===== src/rtl/demux_frame_sequencer_if.sv =====
// ============================================================================
// Module : demux_frame_sequencer_if
// Brief  : Handshake and demux-drive bundle between a word source and the
//          frame sequencer.
// Rev    : 1.0
// ============================================================================
`default_nettype none

interface demux_frame_sequencer_if;
  logic       in_valid;
  logic [7:0] in_data;
  logic       in_ready;
  logic       hold;
  logic       D;
  logic [2:0] S;
  logic       d_valid;
  logic       frame_done;
  logic       busy;

  modport master (
    output in_valid, in_data, hold,
    input  in_ready, D, S, d_valid, frame_done, busy
  );

  modport slave (
    input  in_valid, in_data, hold,
    output in_ready, D, S, d_valid, frame_done, busy
  );
endinterface

`default_nettype wire


===== src/rtl/demux_frame_sequencer.sv =====
// ============================================================================
// Module : demux_frame_sequencer
// Brief  : Plays an accepted 8-bit word out one bit per cycle with the
//          matching 1-to-8 demux select, with optional inter-frame gap.
// Rev    : 1.0
// ============================================================================
`default_nettype none

module demux_frame_sequencer #(
  parameter int GAP_CYCLES = 0,
  parameter bit MSB_FIRST  = 1'b0
) (
  input  logic                   clk,
  input  logic                   rst,
  demux_frame_sequencer_if.slave bus_io
);

  localparam logic [1:0] S_IDLE = 2'd0;
  localparam logic [1:0] S_SEND = 2'd1;
  localparam logic [1:0] S_GAP  = 2'd2;

  localparam logic [7:0] GAP_LAST = (GAP_CYCLES > 0) ? 8'(GAP_CYCLES - 1) : 8'd0;

  logic [1:0] state_q, state_d;
  logic [2:0] cnt_q, cnt_d;
  logic [7:0] word_q, word_d;
  logic [2:0] sel_q, sel_d;
  logic [7:0] gap_q, gap_d;

  logic w_live;
  logic w_last;
  logic w_ready;
  logic w_accept;

  function automatic logic [2:0] slot_sel(input logic [2:0] c);
    return MSB_FIRST ? ~c : c;
  endfunction

  // hold acts on the slot being presented in the same cycle
  assign w_live   = (state_q == S_SEND) & ~bus_io.hold;
  assign w_last   = w_live & (cnt_q == 3'd7);
  assign w_ready  = ~rst & ((state_q == S_IDLE) | ((GAP_CYCLES == 0) & w_last));
  assign w_accept = bus_io.in_valid & w_ready;

  always_comb begin
    state_d = state_q;
    cnt_d   = cnt_q;
    word_d  = word_q;
    sel_d   = sel_q;
    gap_d   = gap_q;
    case (state_q)
      S_IDLE: begin
        if (w_accept) begin
          state_d = S_SEND;
          cnt_d   = 3'd0;
          word_d  = bus_io.in_data;
          sel_d   = slot_sel(3'd0);
        end
      end
      S_SEND: begin
        if (w_live) begin
          if (cnt_q == 3'd7) begin
            if (GAP_CYCLES > 0) begin
              state_d = S_GAP;
              gap_d   = 8'd0;
            end else if (w_accept) begin
              cnt_d  = 3'd0;
              word_d = bus_io.in_data;
              sel_d  = slot_sel(3'd0);
            end else begin
              state_d = S_IDLE;
            end
          end else begin
            cnt_d = cnt_q + 3'd1;
            sel_d = slot_sel(cnt_q + 3'd1);
          end
        end
      end
      S_GAP: begin
        if (gap_q == GAP_LAST) begin
          state_d = S_IDLE;
        end else begin
          gap_d = gap_q + 8'd1;
        end
      end
      default: state_d = S_IDLE;
    endcase
  end

  always_ff @(posedge clk) begin
    if (rst) begin
      state_q <= S_IDLE;
      cnt_q   <= 3'd0;
      word_q  <= 8'd0;
      sel_q   <= 3'd0;
      gap_q   <= 8'd0;
    end else begin
      state_q <= state_d;
      cnt_q   <= cnt_d;
      word_q  <= word_d;
      sel_q   <= sel_d;
      gap_q   <= gap_d;
    end
  end

  // S keeps its last slot outside live cycles so the demux sees a stable select
  assign bus_io.in_ready   = w_ready;
  assign bus_io.D          = w_live & word_q[sel_q];
  assign bus_io.S          = sel_q;
  assign bus_io.d_valid    = w_live;
  assign bus_io.frame_done = w_last;
  assign bus_io.busy       = (state_q != S_IDLE);

endmodule

`default_nettype wire

===== src/flat_wrapper.sv =====
// flat-port wrapper written by rule: the top's interface ports become plain ports
module demux_frame_sequencer_flat 
#(
  parameter int GAP_CYCLES = 0,
  parameter bit MSB_FIRST  = 1'b0
)
  (clk, rst, bus_io_in_valid, bus_io_in_data, bus_io_hold, bus_io_in_ready, bus_io_D, bus_io_S, bus_io_d_valid, bus_io_frame_done, bus_io_busy);
  demux_frame_sequencer_if bus_io_i ();
  input  logic clk;
  input  logic rst;
  input wire logic [$bits(bus_io_i.in_valid)-1:0] bus_io_in_valid;
  input wire logic [$bits(bus_io_i.in_data)-1:0] bus_io_in_data;
  input wire logic [$bits(bus_io_i.hold)-1:0] bus_io_hold;
  output wire logic [$bits(bus_io_i.in_ready)-1:0] bus_io_in_ready;
  output wire logic [$bits(bus_io_i.D)-1:0] bus_io_D;
  output wire logic [$bits(bus_io_i.S)-1:0] bus_io_S;
  output wire logic [$bits(bus_io_i.d_valid)-1:0] bus_io_d_valid;
  output wire logic [$bits(bus_io_i.frame_done)-1:0] bus_io_frame_done;
  output wire logic [$bits(bus_io_i.busy)-1:0] bus_io_busy;
  assign bus_io_i.in_valid = bus_io_in_valid;
  assign bus_io_i.in_data = bus_io_in_data;
  assign bus_io_i.hold = bus_io_hold;
  assign bus_io_in_ready = bus_io_i.in_ready;
  assign bus_io_D = bus_io_i.D;
  assign bus_io_S = bus_io_i.S;
  assign bus_io_d_valid = bus_io_i.d_valid;
  assign bus_io_frame_done = bus_io_i.frame_done;
  assign bus_io_busy = bus_io_i.busy;
  demux_frame_sequencer #(.GAP_CYCLES(GAP_CYCLES), .MSB_FIRST(MSB_FIRST)) u_core (.clk(clk), .rst(rst), .bus_io(bus_io_i));
endmodule

===== config.mk =====
export PLATFORM = sky130hd
export DESIGN_NAME = demux_frame_sequencer_flat
export DESIGN_NICKNAME = d
export VERILOG_FILES = /design/src/rtl/demux_frame_sequencer_if.sv /design/src/rtl/demux_frame_sequencer.sv /design/src/flat_wrapper.sv
export SDC_FILE = /design/constraint.sdc
export NUM_CORES = 1
export LEC_CHECK = 0
export CORE_MARGIN = 10
export CORE_UTILIZATION = 48
export DETAILED_ROUTE_END_ITERATION = 10
export PLACE_DENSITY = 0.77
export SLEW_MARGIN = 20
export SYNTH_ARGS = -nofsm -noshare
export SYNTH_HDL_FRONTEND = slang
export SYNTH_SLANG_ARGS = --single-unit

===== constraint.sdc =====
create_clock -name clk -period 2.9 [get_ports clk]
set_clock_uncertainty 0.15 [all_clocks]
set_input_delay 0.29 -clock clk [delete_from_list [all_inputs] [get_ports clk]]
set_output_delay 0.29 -clock clk [all_outputs]
set_load 0.02 [all_outputs]

==> out/results.ini <==
[status]
status=complete, no violations

[cts]
numCtsBuffers=3
numClockSinks=15
cts_resized=0
clk_pin_slew_ps=90
clkLatencyLatePin_ps=280
cts_setup_buffers=0
cts-root-buf=clkbuf_4
hold_buffers=0
htreeDepth=1
cts_tree=yes
cts_buffer_depth=2

[logic_synthesis]
yosys_most_used_dff=dfxtp_1
ys_ff_latch=15
yosysMostFrequentCell=nand2_1
synthCells=81
ys_types=21
synth_edf_count=0
yosysTopAreaCell=dfxtp_1
ys_top_cells_by_count=nand2_1 (16), dfxtp_1 (15), nand2b_1 (9)
yosys_warnings=0
ys_seq_area_share_pct=43.2
async_flop_share_pct=0
synthesis.area_um2=694
syn_area_per_cell_um2=8.57
netlist_top_cells_area=dfxtp_1 (43%), nand2_1 (8.6%), nand2b_1 (8.1%)
synth_nets=95
synth_top_area_share_pct=43.2

[routing]
routedWlPerCell_um=11.9
first_pass_iters=4
routed_wl_mm=1.40
vias=587
postRouteAntennaNets=0
drtIter0Drc=6
vias_per_cell=5.02
drc=0

[sta]
min_period_over_period_pct=83.7
timing.final.ws_setup_ps=473
setup_viol=0
rsz0062_at_grt=no
tns_ps=0
worst_pin_slew_ps=527
slew_viol_final=0
slew_headroom_pct=64.7
min_period_ps=2430
hold_viol_final=0
fmax_ghz=0.412
holdWs_ps=313

[place]
io_buffers=19
preCtsSetupSlack_ps=657
place_area_um2=892
dp_hpwl_mm=1.09
gp_congestion=0.756

[final_layout]
fillers=119
diodes=0
drive_gt1_share_pct=7.84
fin_nets=117
seqCellArea_um2=300
multiInputGateArea_um2=368
fin_area_um2=918
utilization_pct=68.9
area_delta_synth_final_pct=32.3

[global_routing]
antenna_found_initial=0
grt_pass1_vias=557
track_usage_pct=8.64
grt_pass1_wl_mm=2.39
grt-ovfl-total=0
grt_max_degree=19

[pwr]
p_per_area_nw_per_um2=440
leakage_nw=0.349
peakVddDrop_mv=0.295

[setup_path]
cpPeakStageDelay_ps=540
cp_cell_sequence=mux4_2 > nor2_1 > nor3_1 > clkdlybuf4s50_1
critPathArrivalTime_ps=1990
critPathRequiredTime_ps=2460
crit_fanout=5
end_kind=primary output
critPathLaunchType=flip-flop
cpMaxStageDelayCell=mux4_2
path_class=reg -> out

[hold_path]
min_path_type=reg -> reg

[job]
maxCapViolations=0

[die]
core-area_um2=1330
ios=20
placementRows=13
die_h_um=58.0
die_area_um2=3370
die_w_um=58.0
initial_utilization_pct=52.1

worst max-delay path, delay by kind of cell (launching register included):
family / cells / cell delay (ps)
DFF: 1 / 460
buffers and inverters: 1 / 540
muxes: 1 / 540
and+or+nand+nor: 2 / 170
placed cells by master (no fill, tap or decap):
cell	count
a211oi_4	1
a21oi_1	8
and2_1	1
and2b_1	1
buf_4	1
clkbuf_1	1
clkbuf_4	3
clkdlybuf4s50_1	19
dfxtp_1	15
ha_1	2
inv_1	2
mux2i_1	2
mux4_2	1
nand2_1	16
nand2b_1	9
nand2b_4	1
nand3_1	1
nand3b_1	1
nor2_1	5
nor2b_1	1
nor3_1	2
o21ai_0	8
o21ai_2	1
power breakdown:
part           leakage (nW)  internal (mW)  switching, mW  total, mW
sequential            0.123          0.216        0.00797      0.224
combinational         0.211         0.0343         0.0274     0.0617
clock                0.0150         0.0533         0.0645      0.118
total                 0.349          0.304         0.0998      0.404
registers in the layout (all words and copies together), names as in the netlist:
| signal | cells |
|---|---|
| u_core.bus_io.S | 3 |
| u_core.word_q | 8 |
| u_core.cnt_q | 3 |
| u_core.state_q | 1 |
final timing paths:
path / from / to / slack, ps / cells after the start
max reg2reg: u_core.cnt_q[0] / u_core.word_q[0] / 1040 / 5
min reg2reg: u_core.cnt_q[2] / u_core.cnt_q[2] / 310 / 2
max: u_core.bus_io.S[1] / bus_io_D / 470 / 4
min: u_core.cnt_q[2] / u_core.cnt_q[2] / 310 / 2
cells by family (layout without fill, tap and decap cells):
group                      Yosys count  count (layout)  synth area share (%)
and+or+nand+nor                     38              38                  27.6
DFF                                 15              15                  43.2
muxes                                3               3                  6.13
adders and majority gates            2               2                  3.60
buffers and inverters                5              26                  3.78
AOI/OAI and AO/OA                   18              18                  15.7
through the flow:
stage / total power, mW / std cells
2_1_floorplan: 0.262 / 81
3_3_place_gp: 0.290 / 113
3_5_place_dp: 0.291 / 113
4_1_cts: 0.409 / 117
5_1_grt: 0.428 / 117
6_report: 0.404 / 117
metal layers:
metal | up-vias | track usage, % | share of wire, %
met1 | 261 | 9.65 | 47
li1 | 310 | - | -
met5 | - | 0 | 0
met2 | 14 | 14.1 | 46
met3 | 2 | 4.58 | 5.8
met4 | 0 | 2.01 | 0.57
area by class of cell:
| class | instances | share of cell area, % |
|---|---|---|
| clock buffer | 4 | 2.86 |
| inverter | 2 | 0.817 |
| multi-input combinational | 61 | 40.1 |
| sequential | 15 | 32.7 |
| tap | 15 | 2.04 |
| timing repair buffer | 20 | 21.5 |
Note: power is estimated with default switching activity, not from simulation.
